### src/rtl/sprite_rom_arbiter.sv
// sprite_rom_arbiter: shares one registered-read sprite ROM between two requesters,
// tagging returned data by requester and masking out-of-range reads as transparent.
module sprite_rom_arbiter #(
    parameter int ADDR_W = 14,
    parameter int DATA_W = 5,
    parameter int DEPTH = 11550,
    parameter logic [DATA_W-1:0] TRANSPARENT = '0,
    parameter bit FIXED_PRIO = 1'b0
) (
    input  logic              Clk,
    input  logic              Reset,
    input  logic              req0,
    input  logic [ADDR_W-1:0] addr0,
    output logic              gnt0,
    output logic              rvalid0,
    output logic [DATA_W-1:0] rdata0,
    input  logic              req1,
    input  logic [ADDR_W-1:0] addr1,
    output logic              gnt1,
    output logic              rvalid1,
    output logic [DATA_W-1:0] rdata1,
    output logic [ADDR_W-1:0] rom_addr,
    input  logic [DATA_W-1:0] rom_data
);
    logic              last_q, last_d;
    logic              a_vld_q, a_vld_d, a_id_q, a_id_d, a_oob_q, a_oob_d;
    logic              b_vld_q, b_vld_d, b_id_q, b_id_d, b_oob_q, b_oob_d;
    logic [ADDR_W-1:0] rom_addr_q, rom_addr_d, sel_addr;
    logic [DATA_W-1:0] ret_data;

    always_comb begin
        // requester 0 wins a tie only under fixed priority or when 1 was served last
        gnt0       = !Reset && req0 && (!req1 || FIXED_PRIO || last_q);
        gnt1       = !Reset && req1 && !gnt0;
        last_d     = gnt0 ? 1'b0 : gnt1 ? 1'b1 : last_q;
        sel_addr   = gnt1 ? addr1 : addr0;
        a_vld_d    = gnt0 || gnt1;
        a_id_d     = gnt1;
        a_oob_d    = 32'(sel_addr) >= $unsigned(DEPTH);
        rom_addr_d = (a_vld_d && !a_oob_d) ? sel_addr : rom_addr_q;
        b_vld_d    = a_vld_q;
        b_id_d     = a_id_q;
        b_oob_d    = a_oob_q;
        ret_data   = b_oob_q ? TRANSPARENT : rom_data;
        rvalid0    = b_vld_q && !b_id_q;
        rvalid1    = b_vld_q && b_id_q;
        rdata0     = rvalid0 ? ret_data : '0;
        rdata1     = rvalid1 ? ret_data : '0;
        rom_addr   = rom_addr_q;
    end

    always_ff @(posedge Clk) begin
        if (Reset) begin
            last_q     <= 1'b1;
            a_vld_q    <= 1'b0;
            b_vld_q    <= 1'b0;
            rom_addr_q <= '0;
            a_id_q     <= 1'b0;
            a_oob_q    <= 1'b0;
            b_id_q     <= 1'b0;
            b_oob_q    <= 1'b0;
        end else begin
            last_q     <= last_d;
            a_vld_q    <= a_vld_d;
            b_vld_q    <= b_vld_d;
            rom_addr_q <= rom_addr_d;
            a_id_q     <= a_id_d;
            a_oob_q    <= a_oob_d;
            b_id_q     <= b_id_d;
            b_oob_q    <= b_oob_d;
        end
    end
endmodule

### config.mk
export PLATFORM = sky130hd
export DESIGN_NAME = sprite_rom_arbiter
export DESIGN_NICKNAME = d
export VERILOG_FILES = /design/src/rtl/sprite_rom_arbiter.sv
export SDC_FILE = /design/constraint.sdc
export NUM_CORES = 1
export LEC_CHECK = 0
export ABC_AREA = 0
export BUFFER_PORTS_ARGS = -buffer_cell sky130_fd_sc_hd__buf_4
export CAP_MARGIN = 20
export CORE_ASPECT_RATIO = 0.5
export CORE_UTILIZATION = 40
export CTS_CLUSTER_DIAMETER = 60
export DETAILED_ROUTE_END_ITERATION = 7
export GPL_ROUTABILITY_DRIVEN = 0
export PLACE_DENSITY = 0.87
export SYNTH_ARGS = -nofsm -noshare
export SYNTH_HDL_FRONTEND = slang
export SYNTH_SLANG_ARGS = --single-unit
### constraint.sdc
create_clock -name Clk -period 1.59 [get_ports Clk]
set_input_delay 0.0795 -clock Clk [delete_from_list [all_inputs] [get_ports Clk]]
set_output_delay 0.0795 -clock Clk [all_outputs]
set_load 0.02 [all_outputs]
==> key figures <==
Global route
  • Vias in the first global route: roughly 1200
  • First-pass GRT wire length: around 5200 um
  • GR Overflow Total: 0
  • All-Layer GR Usage: 22.49%
  • Initial antenna violation count: 0
  • Pin count of the biggest net entering global routing: 18

Clock tree
  • Cts hold-fix bufs: 0
  • Post-CTS Setup Inserts: 0
  • CTS root buf: clkbuf_8
  • Worst-path clk slew: 0.07 ns
  • Post-cts sizing count: 0
  • Clk buf depth: 2
  • Clock Latency Late Sink: ~0.27 ns
  • CTS Buf Count: 3
  • H-tree depth: 1
  • Clock sinks: 21
  • CTS tree: yes

Die
  • Die area: between 3000 and 4000 um2
  • Die Y: between 40 and 50 um
  • Num ports: between 60 and 70
  • Area of the core: 2716 um2
  • Num rows: 13
  • Die width: around 79 um
  • Initial Util: between 40% and 50%

Placement
  • Placed Cells: 243
  • Post-DP HPWL: about 2700 um
  • Port buffer count: between 60 and 70

STA
  • Tightest Pin Transition: a little under 0.4 ns
  • Sum Neg Setup Slack: 0 ns
  • Max-slew violation count: 0
  • Slew headroom: between 70% and 80%
  • RSZ-0062 raised after global routing: no
  • Min Tclk post-route: around 1.5 ns
  • Tcrit/Tclk final: roughly nine tenths
  • Final setup viols: 0
  • Hold_ws: approximately 0.04 ns
  • Hold Fails Final Rpt: 0
  • Clk_skew: about 0.00089 ns
  • Peak Freq: roughly 0.7 GHz

Final layout
  • Fillers: roughly 220
  • Net count reported at finish: 248
  • Register Area: around 420 um2
  • Area grow syn2layout: 50.16%
  • Area taken by multi-input logic gates: roughly 710 um2
  • ANT cells: 0
  • Layout cells sized above 1: between 40% and 50%
  • Fin cells: 247

Run status
  • Status: complete, no violations

Synth
  • Post-synthesis instance total: 141
  • Syn nets: approximately 180
  • Post-synthesis sequential area ratio: 35.11%
  • Count leader, synth: nand2_1
  • YS warnings: 0
  • Yosys top cell area share: 35.11%
  • Synth Cell Area: ~1200 um2
  • EDFF count, synth: 0
  • Synth top area cells: dfxtp_1 (35%), a311oi_2 (10%), nand2_1 (8.2%), a21oi_1 (6.3%), nor2_1 (4.1%)
  • FFs w/ async S/R, synth: 0%
  • Syn Area/Cell: between 8 and 9 um2
  • Synthesis-stage register bit count: 21
  • Predominant post-synthesis flop cell: dfxtp_1
  • Synth top cells by count: nand2_1 (26), dfxtp_1 (21), a21oi_1 (15), nor2_1 (13), a311oi_2 (8)
  • Cell variety after synth: 41
  • Post-synth top area cell: dfxtp_1

Critical path
  • Critical path arrival: between 1.5 and 2 ns
  • Critical Path RT: between 1.5 and 2 ns
  • CP Launch Type: flop
  • Crit path kind: reg -> reg
  • Crit-path max FO: 10
  • CP Capture Type: flop

Pwr
  • Power, Total: 1.363 mW
  • Leakage power: ~0.86 nW
  • Worst ir drop on vdd: between 0.3 and 0.4 mV
  • Power Density: around 760 nW/um2

Route
  • Vias: roughly 1300
  • Final wirelength: between 3000 and 4000 um
  • ANT nets after route: 0
  • Initial DRC Count: about 60
  • Drc violations: 0
  • Via density: 5.441
  • Routed len/inst: 14.09 um
  • DR pass1 iterations: 4

Hold path
  • Tightest Hold Check Type: in -> reg

Job
  • Max_cap viols: 0
-- stage by stage --
stage               util (%)  cell area (um2)  setup slack (ns)
floorplan                  -             1197           0.07198
global placement       64.26             1745           0.09540
detailed placement     64.26             1745           0.02654
CTS                    65.96             1792           0.06706
global route           66.19             1798           0.04946
finish                 66.19             1798            0.1373
-- placed cells by master, fill, tap and decap left out, types with 3 or more instances in the layout --
cell type,instances
buf_4,70
dfxtp_1,21
o21ai_0,3
nand2_1,25
nor2b_1,3
nor2_1,13
nand2b_1,6
a311oi_2,8
clkbuf_8,3
a21oi_1,15
a311oi_1,4
inv_1,5
-- power by group --
part,switching [mW],leakage [nW],internal (mW)
registers,0.0207,0.173,0.566
logic,0.215,0.659,0.205
clock network,0.181,0.0255,0.175
total,0.417,0.858,0.946
-- cell type report --
cell class	count	area share, %
tap	37	2.575
clock inverter	1	0.2784
inverter	6	1.253
sequential	21	23.38
multi-input combinational	107	39.25
clock buffer	3	2.296
timing repair buffer	72	30.97
-- state kept, by name, indices dropped and copies added (netlist names) --
register and cells:
b_id_q 1, rom_addr 14, a_id_q 1, b_vld_q 1
b_oob_q 1, last_q 1, a_oob_q 1, a_vld_q 1
-- worst max-delay path, cell delays in order (launching register included) --
cell and delay [ns]:
dfxtp_1 0.34, nand2_2 0.10, nand2_4 0.09, inv_2 0.07, a32o_2 0.28, and2_4 0.22
o221a_1 0.24
-- worst paths after layout --
check / endpoint / cells past startpoint / startpoint / slack, ns
worst max-delay path: rom_addr[8] / 6 / last_q / 0.14
worst min-delay path: rom_addr[11] / 2 / Reset / 0.04
worst max register to register: rom_addr[8] / 6 / last_q / 0.14
worst min register to register: b_oob_q / 1 / a_oob_q / 0.44
-- layer usage --
layer / track usage (%) / wire length, um / vias up
met5: 0 / 0 / -
met4: 13.18 / 89 / 0
met3: 6.667 / 273 / 8
met2: 44.18 / 1746 / 60
met1: 23.09 / 1370 / 626
li1: - / - / 650
-- logic make-up (layout without fill, tap and decap cells) --
kind of cell           after synthesis  after routing  share of synthesized area, %
multiplexers                         2              2                         1.776
AND/OR/NAND/NOR                     60             60                         25.92
flip-flops                          21             21                         35.11
AO/OA/AOI/OAI                       45             45                         31.03
buffers and inverters               13             82                         6.165
No activity file was read; power rests on OpenSTA's default activity.
